--- config.mk ---
export PLATFORM = sky130hd
export DESIGN_NAME = eq_sequencer_flat
export DESIGN_NICKNAME = d
export VERILOG_FILES = /design/src/rtl/eq_sequencer_if.sv /design/src/rtl/eq_sequencer.sv /design/src/flat_wrapper.sv
export SDC_FILE = /design/constraint.sdc
export NUM_CORES = 1
export LEC_CHECK = 0
export CORE_MARGIN = 2
export CORE_UTILIZATION = 30
export DETAILED_ROUTE_END_ITERATION = 10
export GPL_ROUTABILITY_DRIVEN = 1
export PLACE_DENSITY = 0.48
export SLEW_MARGIN = 0
export SYNTH_ARGS = -nofsm -noshare
export SYNTH_HDL_FRONTEND = slang
export SYNTH_SLANG_ARGS = --single-unit
--- constraint.sdc ---
create_clock -name clk_i -period 1.48 [get_ports clk_i]
set_clock_uncertainty 0.1 [all_clocks]
set_input_delay 0.296 -clock clk_i [delete_from_list [all_inputs] [get_ports clk_i]]
set_output_delay 0.296 -clock clk_i [all_outputs]
set_load 0.1 [all_outputs]
--- src/rtl/eq_sequencer_if.sv ---
// Handshake/control bundle between the equalizer sequencer and its neighbours
// (packet detect, channel estimation, data FFT, channel_equalize datapath).
interface eq_sequencer_if #(
   parameter int IDXW = 4
);
   logic            pkt_detect_i;
   logic            channel_est_valid_i;
   logic            datasymbol_valid_i;
   logic            fft_valid_i;
   logic            abort_i;
   logic            ch_load_o;
   logic            fft_start_o;
   logic            coef_ready_o;
   logic            eq_valid_o;
   logic [IDXW-1:0] sym_idx_o;
   logic            pkt_done_o;
   logic            busy_o;
   logic            err_o;

   modport slave (
      input  pkt_detect_i, channel_est_valid_i, datasymbol_valid_i, fft_valid_i, abort_i,
      output ch_load_o, fft_start_o, coef_ready_o, eq_valid_o, sym_idx_o, pkt_done_o,
             busy_o, err_o
   );

   modport master (
      output pkt_detect_i, channel_est_valid_i, datasymbol_valid_i, fft_valid_i, abort_i,
      input  ch_load_o, fft_start_o, coef_ready_o, eq_valid_o, sym_idx_o, pkt_done_o,
             busy_o, err_o
   );
endinterface

--- src/rtl/eq_sequencer.sv ---
// Control sequencer for the zero-forcing equalizer: arms on packet detect, times the
// reciprocal pipeline, gates data-FFT starts and tags each retired symbol with its index.
module eq_sequencer #(
   parameter int NUMSYMBS  = 12,
   parameter int RECIP_LAT = 11,
   parameter int TIMEOUT   = 1024,
   parameter int IDXW      = 4
) (
   input  logic          clk_i,
   input  logic          rst_i,
   eq_sequencer_if.slave bus
);
   localparam int LATW = $clog2(RECIP_LAT + 1);
   localparam int TOW  = $clog2(TIMEOUT);
   localparam int CW   = $clog2(NUMSYMBS + 1);

   localparam logic [LATW-1:0] LAT_INIT = LATW'(RECIP_LAT);
   localparam logic [LATW-1:0] LAT_ONE  = LATW'(1);
   localparam logic [TOW-1:0]  TO_MAX   = TOW'(TIMEOUT - 1);
   localparam logic [CW-1:0]   NSYM     = CW'(NUMSYMBS);
   localparam logic [CW-1:0]   LAST     = CW'(NUMSYMBS - 1);

   typedef enum logic [1:0] {IDLE, WAIT_CH, RECIP, EQZ} state_t;

   // Reset asserts immediately, releases two clocks after rst_i rises.
   logic [1:0] rst_sync_q;
   logic       rst_n;

   always_ff @(posedge clk_i or negedge rst_i) begin
      if (!rst_i) rst_sync_q <= '0;
      else        rst_sync_q <= {rst_sync_q[0], 1'b1};
   end
   assign rst_n = rst_sync_q[1];

   state_t          state_q;
   logic [LATW-1:0] lat_cnt_q;
   logic [TOW-1:0]  to_cnt_q;
   logic [CW-1:0]   iss_cnt_q;
   logic [CW-1:0]   ret_cnt_q;
   logic            ch_load_q, fft_start_q, coef_ready_q, eq_valid_q;
   logic            pkt_done_q, busy_q, err_q;
   logic [IDXW-1:0] sym_idx_q;

   always_ff @(posedge clk_i or negedge rst_n) begin
      if (!rst_n) begin
         state_q      <= IDLE;
         lat_cnt_q    <= '0;
         to_cnt_q     <= '0;
         iss_cnt_q    <= '0;
         ret_cnt_q    <= '0;
         ch_load_q    <= 1'b0;
         fft_start_q  <= 1'b0;
         coef_ready_q <= 1'b0;
         eq_valid_q   <= 1'b0;
         sym_idx_q    <= '0;
         pkt_done_q   <= 1'b0;
         busy_q       <= 1'b0;
         err_q        <= 1'b0;
      end else begin
         ch_load_q   <= 1'b0;
         fft_start_q <= 1'b0;
         eq_valid_q  <= 1'b0;
         pkt_done_q  <= 1'b0;
         err_q       <= 1'b0;
         if (bus.abort_i) begin
            state_q      <= IDLE;
            lat_cnt_q    <= '0;
            to_cnt_q     <= '0;
            iss_cnt_q    <= '0;
            ret_cnt_q    <= '0;
            coef_ready_q <= 1'b0;
            busy_q       <= 1'b0;
         end else begin
            // Data symbols may enter the FFT as soon as the reciprocals are in flight.
            if ((state_q == RECIP || state_q == EQZ) && bus.datasymbol_valid_i &&
                (iss_cnt_q < NSYM)) begin
               fft_start_q <= 1'b1;
               iss_cnt_q   <= iss_cnt_q + CW'(1);
            end
            case (state_q)
               IDLE: begin
                  if (bus.pkt_detect_i) begin
                     state_q   <= WAIT_CH;
                     busy_q    <= 1'b1;
                     lat_cnt_q <= '0;
                     to_cnt_q  <= '0;
                     iss_cnt_q <= '0;
                     ret_cnt_q <= '0;
                  end
               end
               WAIT_CH: begin
                  if (bus.channel_est_valid_i) begin
                     ch_load_q <= 1'b1;
                     state_q   <= RECIP;
                     lat_cnt_q <= LAT_INIT;
                     to_cnt_q  <= '0;
                  end else if (to_cnt_q == TO_MAX) begin
                     err_q   <= 1'b1;
                     state_q <= IDLE;
                     busy_q  <= 1'b0;
                  end else begin
                     to_cnt_q <= to_cnt_q + TOW'(1);
                  end
               end
               RECIP: begin
                  // An FFT output before the coefficients exist cannot be equalized.
                  if (bus.fft_valid_i) err_q <= 1'b1;
                  if (lat_cnt_q == LAT_ONE) begin
                     lat_cnt_q    <= '0;
                     coef_ready_q <= 1'b1;
                     state_q      <= EQZ;
                  end else begin
                     lat_cnt_q <= lat_cnt_q - LATW'(1);
                  end
               end
               EQZ: begin
                  if (bus.fft_valid_i) begin
                     eq_valid_q <= 1'b1;
                     sym_idx_q  <= IDXW'(ret_cnt_q);
                     ret_cnt_q  <= ret_cnt_q + CW'(1);
                     to_cnt_q   <= '0;
                     if (ret_cnt_q == LAST) begin
                        pkt_done_q   <= 1'b1;
                        coef_ready_q <= 1'b0;
                        busy_q       <= 1'b0;
                        state_q      <= IDLE;
                     end
                  end else if (to_cnt_q == TO_MAX) begin
                     err_q        <= 1'b1;
                     coef_ready_q <= 1'b0;
                     busy_q       <= 1'b0;
                     state_q      <= IDLE;
                  end else begin
                     to_cnt_q <= to_cnt_q + TOW'(1);
                  end
               end
               default: state_q <= IDLE;
            endcase
         end
      end
   end

   assign bus.ch_load_o    = ch_load_q;
   assign bus.fft_start_o  = fft_start_q;
   assign bus.coef_ready_o = coef_ready_q;
   assign bus.eq_valid_o   = eq_valid_q;
   assign bus.sym_idx_o    = sym_idx_q;
   assign bus.pkt_done_o   = pkt_done_q;
   assign bus.busy_o       = busy_q;
   assign bus.err_o        = err_q;
endmodule

--- src/flat_wrapper.sv ---
// flat-port wrapper written by rule: the top's interface ports become plain ports
module eq_sequencer_flat 
#(
   parameter int NUMSYMBS  = 12,
   parameter int RECIP_LAT = 11,
   parameter int TIMEOUT   = 1024,
   parameter int IDXW      = 4
)
  (clk_i, rst_i, bus_pkt_detect_i, bus_channel_est_valid_i, bus_datasymbol_valid_i, bus_fft_valid_i, bus_abort_i, bus_ch_load_o, bus_fft_start_o, bus_coef_ready_o, bus_eq_valid_o, bus_sym_idx_o, bus_pkt_done_o, bus_busy_o, bus_err_o);
  eq_sequencer_if #(.IDXW(IDXW)) bus_i ();
  input  logic clk_i;
  input  logic rst_i;
  input wire logic [$bits(bus_i.pkt_detect_i)-1:0] bus_pkt_detect_i;
  input wire logic [$bits(bus_i.channel_est_valid_i)-1:0] bus_channel_est_valid_i;
  input wire logic [$bits(bus_i.datasymbol_valid_i)-1:0] bus_datasymbol_valid_i;
  input wire logic [$bits(bus_i.fft_valid_i)-1:0] bus_fft_valid_i;
  input wire logic [$bits(bus_i.abort_i)-1:0] bus_abort_i;
  output wire logic [$bits(bus_i.ch_load_o)-1:0] bus_ch_load_o;
  output wire logic [$bits(bus_i.fft_start_o)-1:0] bus_fft_start_o;
  output wire logic [$bits(bus_i.coef_ready_o)-1:0] bus_coef_ready_o;
  output wire logic [$bits(bus_i.eq_valid_o)-1:0] bus_eq_valid_o;
  output wire logic [$bits(bus_i.sym_idx_o)-1:0] bus_sym_idx_o;
  output wire logic [$bits(bus_i.pkt_done_o)-1:0] bus_pkt_done_o;
  output wire logic [$bits(bus_i.busy_o)-1:0] bus_busy_o;
  output wire logic [$bits(bus_i.err_o)-1:0] bus_err_o;
  assign bus_i.pkt_detect_i = bus_pkt_detect_i;
  assign bus_i.channel_est_valid_i = bus_channel_est_valid_i;
  assign bus_i.datasymbol_valid_i = bus_datasymbol_valid_i;
  assign bus_i.fft_valid_i = bus_fft_valid_i;
  assign bus_i.abort_i = bus_abort_i;
  assign bus_ch_load_o = bus_i.ch_load_o;
  assign bus_fft_start_o = bus_i.fft_start_o;
  assign bus_coef_ready_o = bus_i.coef_ready_o;
  assign bus_eq_valid_o = bus_i.eq_valid_o;
  assign bus_sym_idx_o = bus_i.sym_idx_o;
  assign bus_pkt_done_o = bus_i.pkt_done_o;
  assign bus_busy_o = bus_i.busy_o;
  assign bus_err_o = bus_i.err_o;
  eq_sequencer #(.NUMSYMBS(NUMSYMBS), .RECIP_LAT(RECIP_LAT), .TIMEOUT(TIMEOUT), .IDXW(IDXW)) u_core (.clk_i(clk_i), .rst_i(rst_i), .bus(bus_i));
endmodule
======== Word level (Yosys, flattened, before mapping) ========
Index checks and enable logic that the tools add are counted.
storage, ports and cells
  register bits ........................... 37
  input bits .............................. 7
cells by class
  order comparisons ....................... 1
  equal/unequal tests ..................... 13
  bitwise operators ....................... 1
  $add $sub $neg .......................... 4
  reductions and logical operators ........ 15
  mux-type cells .......................... 55
operators by type and width
  operator                 number
  $mux W10                 5
  $mux W4                  10
  $pmux W10 S3             1
  $mux W1                  26
  $ne A3 B3 Y1 const B     5
  $mux W2                  7
  $pmux W4 S3              1
  $reduce_and A3 Y1        4
  $add A10 B1 Y10 const B  1
  $eq A10 B10 Y1 const B   1
  $add A4 B1 Y4 const B    2
  $ne A4 B4 Y1 const B     2
  $pmux W2 S4              1
  $pmux W4 S2              1
  $reduce_and A4 Y1        2
  $reduce_bool A4 Y1       2
  $pmux W1 S3              2
  $reduce_bool A3 Y1       2
  $eq A2 B2 Y1 const B     2
  $eq A4 B1 Y1 const B     1
  $eq A4 B4 Y1 const B     1
  $lt A4 B4 Y1 const B     1
  $sub A4 B1 Y4 const B    1
  $eq A2 B1 Y1 const B     1
  6 further kinds          7

======== Logic depth before layout (Yosys ltp) ========
Gate-level depths: netlist (run 1).
  depth after elaboration ................. 8
  mapped depth ............................ 8
  mapped depth without buffers ............ 6

======== Worst setup path after synthesis (run 1) ========
OpenSTA, ideal clock, no wires.
  kind .................................... flip-flop to flip-flop
  start point ............................. reg u_core.state_q[0]
  end point ............................... reg u_core.to_cnt_q[8]
  cell stages (with the launch flop) ...... 8
  data arrival time ....................... 1.663 ns
  required time ........................... 1.254 ns
  path slack .............................. -0.409 ns
  buffers on the path ..................... 1
  path through ............................ dfrtp_1 -> inv_1 -> ha_1 -> or3_4 -> a21oi_2 -> buf_4 -> nor3_1 -> o2bb2a_1
between the ends
  cells in the longest elaborated chain, start to end .. 3
  elaborated cells on any way between the ends .. 8
  classes of those cells .................. eq/ne (3); mux (2); reduce/logical (3)
RTL lines
  element                                        RTL line             text
  from (decl)                                    eq_sequencer.sv:35   state_t state_q;
  from (signal assigned)                         eq_sequencer.sv:46   state_q <= IDLE;
  from (signal assigned)                         eq_sequencer.sv:66   state_q <= IDLE;
  from (signal assigned)                         eq_sequencer.sv:83   state_q <= WAIT_CH;
  $eq A2 B2 Y1 (tied with other cells)           eq_sequencer.sv:80   case (state_q)
  $pmux W10 S3 (tied with other cells)           eq_sequencer.sv:80
  $mux W10 or $reduce_and A2 Y1 (tied branches)  n/a
  to (signal assigned)                           eq_sequencer.sv:102  to_cnt_q <= to_cnt_q + TOW'(1);
  to (signal assigned)                           eq_sequencer.sv:134  to_cnt_q <= to_cnt_q + TOW'(1);
  to (decl)                                      eq_sequencer.sv:37   logic [TOW-1:0] to_cnt_q;
Several ways; a longest one is shown, not always the timed one.
A chain may end at the register's enable or synchronous reset.

======== Worst setup path in the final report (run 1) ========
Ends and elaborated chain as after synthesis.

==> flow_summary.ini, run 1 <==
[run_status]
status = finished, violations left
violations = negative setup slack

[critical_path]
crit_arrival_ps = 1960
worstRegToRegCells = 7
crit_required_ps = 1560
crit_path_start_kind = flip-flop
worst_setup_path_end_kind = flip-flop
path_class = flip-flop to flip-flop
critPathMaxFanout = 5

[synth]
synth_cell_types = 52
synth-xor-area-share_pct = 1.70
postSynth.asyncResetShare_pct = 100
ys_seq_area_share_pct = 45.0
synth_commonest_cells = dfrtp_1, nand2_1, nor2_1
synth.top_cell.area_share_pct = 45.0
synth_flop_cell = dfrtp_1
synth-edff-count = 0
post-synth-top-count-cell = dfrtp_1
ys_warn_count = 0
synthMuxAreaShare_pct = 2.01
synth-compound-area-share_pct = 18.1
yosys.area_share.adder_pct = 5.48
ys_seq_elements = 37
avgSynthCellArea_um2 = 9.39
synth_top_family_by_area = simple AND/OR/NAND/NOR gates
synth_cells = 219
synthSimpleGateAreaFrac_pct = 23.8
synth_top_area_cell = dfrtp_1
synth_nets = 235
synth_area_leaders = dfrtp_1, ha_1, nand2_1, o21ai_0, nor2_1
mappedNetlistArea_um2 = 2060

[layout]
postLayoutCellArea_um2 = 3420
layout-drive-gt1-share_pct = 47.5
finalNetCount = 331
synthToLayoutAreaGrowth_pct = 66.2
utilization_pct = 50.9
num_antenna_cells = 0

[route]
ant_nets = 0
firstDrtPassIters = 4
vias = 1989
drc_errors = 0
drt-vias-per-instance = 5.02
routed_wl_mm = 5.75
wl_per_cell_um = 14.5
drt-initial-drc-count = 62

[floorplan]
start_util_pct = 30.6
core_region_area_um2 = 6720
io_pins = 18
die_area_um2 = 7530
die_y_um = 86.8
fp-row-count = 30
die_w_um = 86.8

[job]
maxCapViolCount = 0

[power_and_ir_drop]
finalPower_mw = 2.32
ir_drop_mv = 0.441
p_leak_nw = 1.54
p_per_area_nw_per_um2 = 679

[clock_network]
insertion_delay_ps = 290
root_buffer = clkbuf_8
cts_tree = done
clk_path_buf_depth = 2
cts_sinks = 37
cts_buffers = 5
htreeDepth = 2
clk_pin_slew_ps = 70
ctsHoldBuffers = 0

[global_route]
grt_max_degree = 23
antenna_found_initial = 0
grt_pass1_wl_mm = 9.58
grt_pass1_vias = 1972
overflow = 0
grtUsageTotal_pct = 16.2

[worst_hold_path]
hold_class = input port to async pin

[sta]
fin_ws_ps = -396
rsz0062_at_grt = yes
finalCritPeriodShare_pct = 127
slew_viol_final = 0
fin_crit_ps = 1880
setup_violations = 28
fmax_mhz = 533
hold_viol_final = 0

[place]
port_buffers = 17
dpl_cell_area_um2 = 2930
post-place-ws_ps = -472
gp_congestion = 0.806
hpwl_mm = 3.94
-- critical path: stages, from the launching register on --
cell and delay (ps):
dfrtp_2 420, inv_2 70, ha_4 160, or3_4 420, a21oi_4 240, buf_6 140
nor3_2 40, o2bb2a_4 180
-- flip-flops by register name, indices dropped and copies added (netlist names) --
| name | count |
|---|---|
| u_core.bus.busy_o | 1 |
| u_core.bus.ch_load_o | 1 |
| u_core.bus.coef_ready_o | 1 |
| u_core.bus.eq_valid_o | 1 |
| u_core.bus.err_o | 1 |
| u_core.bus.fft_start_o | 1 |
| u_core.bus.pkt_done_o | 1 |
| u_core.bus.sym_idx_o | 4 |
| u_core.iss_cnt_q | 4 |
| u_core.lat_cnt_q | 4 |
| u_core.ret_cnt_q | 4 |
| u_core.rst_sync_q | 2 |
| u_core.state_q | 2 |
| u_core.to_cnt_q | 10 |
-- report_power, final --
part           total [mW]  internal (mW)  switching [mW]
registers            1.05           1.03          0.0211
logic               0.559          0.277           0.282
clock network       0.710          0.325           0.385
total                2.32           1.63           0.688
-- layout by cell type (no fill, tap or decap), types with 2 or more instances in the layout --
cell type and n:
or4_1 2, inv_2 3, o31ai_1 4, buf_4 66
nand2b_1 3, nand2b_4 3, nand2_1 23, buf_12 11
or3_1 2, nand4_1 4, ha_4 4, nor2b_1 2
o22ai_2 2, inv_1 6, nand3_1 8, o21ai_1 7
nor3_2 3, a31oi_1 2, and3_1 4, and4_4 2
a21oi_1 5, o21ai_0 8, buf_6 11, xor2_1 3
nor2b_2 2, buf_8 2, o211ai_1 5, ha_2 2
nor2_1 14, a21o_4 2, mux2i_1 3, a21oi_2 5
nand2_2 3, ha_1 3, dfrtp_1 36, clkinv_2 2
a21oi_4 3, clkdlybuf4s50_1 6, clkbuf_8 5
-- path summary, 6_finish.rpt --
| path | startpoint | end | slack, ps |
|---|---|---|---|
| min in group clk_i | u_core.rst_sync_q[0] | u_core.rst_sync_q[1] | 250 |
| worst min register to register | u_core.rst_sync_q[1] | u_core.bus.fft_start_o | 90 |
| max in group asynchronous | u_core.rst_sync_q[1] | u_core.state_q[0] | 860 |
| worst max-delay path | u_core.state_q[0] | u_core.to_cnt_q[8] | -400 |
| worst min-delay path | rst_i | u_core.rst_sync_q[1] | 60 |
| worst max register to register | u_core.state_q[0] | u_core.to_cnt_q[8] | -400 |
-- timing repair --
item / CTS / global route
endpoints found under the setup margin: 28 / 32
pin swaps: 17 / 24
gates resized for setup: 47 / 18
setup buffers: 11 / 11
cloned: 1 / 0
-- metal layers --
metal / vias up / GRT usage, % / wire [um]
li1: 987 / - / -
met1: 959 / 21.3 / 2660
met2: 37 / 27.3 / 2880
met3: 6 / 3.43 / 171
met4: 0 / 3.41 / 39
met5: - / 0 / 0
-- cell families after synthesis --
logic type                 count (synthesis)
AOI/OAI and AO/OA                         56
xor gates and xnor gates                   4
adders and majority gates                  9
buffers and inverters                     17
DFF                                       37
muxes                                      4
other                                      1
and+or+nand+nor                           91
-- through the flow --
| stage | hold WS [ps] | setup TNS (ps) | cells |
|---|---|---|---|
| after floorplan | -99.6 | -4860 | 219 |
| after global placement | 98.5 | -10020 | 367 |
| after detailed placement | 102 | -10090 | 367 |
| after CTS | 57.6 | -6270 | 386 |
| after global routing | 57.7 | -9400 | 396 |
| final | 61.0 | -7660 | 396 |
-- final cells by class --
class                           instances  area [um^2]
Clock buffer                            5         68.8
Fill cell                             605         3300
Clock inverter                          3         17.5
Tap cell                               80          100
Inverter                                9         33.8
Multi-Input combinational cell        166         1340
Timing Repair Buffer                   96          930
Sequential cell                        37          927
(Power assumes the default switching activity.)
==> run 2, diff against run 1 <==
Settings changed: CORE_MARGIN 2 to 8, CTS_BUF_LIST from default to sky130_fd_sc_hd__clkbuf_16, SLEW_MARGIN 0 to 20.
==> flow_summary.ini, run 2 (synthesized netlist as in run 1, its figures left out) <==
[sta]
fin_ws_ps = -387
finalCritPeriodShare_pct = 126
setup_violations = 30
rsz0062_at_grt = yes
fin_crit_ps = 1870
slew_viol_final = 0
fmax_mhz = 535
hold_viol_final = 0
tns_ps = -6670

[critical_path]
rr_startpoint = u_core.state_q[1]
reg2reg_slack_ps = -390
rr_endpoint = u_core.to_cnt_q[8]
crit_arrival_ps = 1940
worst_setup_path_end_kind = flip-flop
crit_required_ps = 1550
critPathMaxFanout = 5
crit_path_start_kind = flip-flop
startpoint = u_core.state_q[1]
critical_path.endpoint = u_core.to_cnt_q[8]
worstRegToRegCells = 7
path_class = flip-flop to flip-flop

[clock_network]
insertion_delay_ps = 280
root_buffer = clkbuf_16
cts_buffers = 5
cts_sinks = 37
clk_path_buf_depth = 2
htreeDepth = 2
clk_pin_slew_ps = 60
cts_tree = done

[layout]
finalNetCount = 319
final_cell_mix = buf_4, dfrtp_1, nand2_1
largest_register = u_core.to_cnt_q
instances_no_fill = 384
largest_reg_flops = 10
num_antenna_cells = 0
layout-drive-gt1-share_pct = 42.4
synthToLayoutAreaGrowth_pct = 64.4
final_common_cell = buf_4

[place]
port_buffers = 17
dpl.cell_count = 366
gp_congestion = 0.846
hpwl_mm = 4.04

[global_route]
grt_max_degree = 22
overflow = 0
grt_pass1_wl_mm = 9.36
antenna_found_initial = 0
grt_pass1_vias = 1993
grtUsageTotal_pct = 11.7

[floorplan]
die_y_um = 98.8
start_util_pct = 30.6
fp-row-count = 30
die_w_um = 98.8
core_region_area_um2 = 6720
io_pins = 18
die_area_um2 = 9760

[worst_hold_path]
hold_class = input port to async pin

[route]
drt-vias-per-instance = 5.02
firstDrtPassIters = 6
ant_nets = 0
routed_wl_mm = 5.62
drt-initial-drc-count = 39
drc_errors = 0
wl_per_cell_um = 14.6
vias = 1926

[power_and_ir_drop]
ir_drop_mv = 0.502
p_switching_mw = 0.706
swShare_pct = 25.5
p_per_area_nw_per_um2 = 818
p_seq_share_pct = 38.1
p_leak_nw = 1.53
power.share.clock_pct = 43.5
p_int_mw = 2.06
power_frac_comb_pct = 18.4

[run_status]
status = finished, violations left
violations = negative setup slack

[job]
maxCapViolCount = 0
## run 2: stage by stage
step / util [%] / setup WS (ps) / area (um^2) / hold slack [ps] / total power, mW
2_1_floorplan: - / -309 / 2150 / -99.6 / 1.31
3_3_place_gp: 43.8 / -445 / 2940 / 105 / 1.50
3_5_place_dp: 43.8 / -435 / 2940 / 113 / 1.50
4_1_cts: 48.9 / -391 / 3290 / 70.6 / 2.78
5_1_grt: 50.3 / -462 / 3380 / 79.0 / 2.90
6_report: 50.3 / -387 / 3380 / 74.2 / 2.77
## run 2: layout make-up
type                    count  area, um^2
flip-flops and latches     37         927
well taps                  80         100
repair buffers             84         850
clock inverters             3        41.3
fillers                   628        3340
multi-input cells         166        1300
inverters                   9        33.8
clock buffers               5         125
## run 2: power by group through the flow
| stage | clock (mW) | sequential [mW] | combinational [mW] |
|---|---|---|---|
| after global placement | 0 | 1.07 | 0.428 |
| after CTS | 1.24 | 1.05 | 0.490 |
| after detailed placement | 0 | 1.07 | 0.427 |
| after global routing | 1.29 | 1.06 | 0.551 |
| after floorplan | 0 | 1.12 | 0.187 |
| final | 1.20 | 1.05 | 0.510 |
## run 2: routing by layer
| metal | share of wire, % | GRT usage [%] | vias to the layer above |
|---|---|---|---|
| li1 | - | - | 971 |
| met1 | 46 | 14.3 | 915 |
| met2 | 49 | 19.5 | 31 |
| met3 | 3.1 | 2.75 | 9 |
| met4 | 1.5 | 4.25 | 0 |
| met5 | 0 | 0 | - |
## run 2: what timing repair did
action                                 4_1_cts  5_1_grt
gates resized for setup                     30       21
setup buffers                                7        5
hold buffers                                 0        0
cloned                                       1        0
setup endpoints to repair                   32       34
pin swaps                                   13       10
endpoints found under the hold margin        0        0
## run 2: how the worst min path moves through the flow
stage | start | endpoint | slack (ps) | cells past startpoint
CTS | rst_i | u_core.rst_sync_q[0] | 70 | 1
detailed placement | u_core.rst_sync_q[1] | u_core.to_cnt_q[2] | 110 | 1
finish | rst_i | u_core.rst_sync_q[1] | 70 | 1
floorplan | rst_i | u_core.rst_sync_q[0] | -100 | 0
global placement | u_core.rst_sync_q[1] | u_core.to_cnt_q[2] | 100 | 1
global route | rst_i | u_core.rst_sync_q[1] | 80 | 1
## run 2: critical path, cell delays in order (launching register included)
cell and delay (ps):
dfrtp_1 400, inv_2 90, ha_4 160, or3_4 430, a21oi_4 220, buf_6 140
nor3_4 40, o2bb2a_4 180
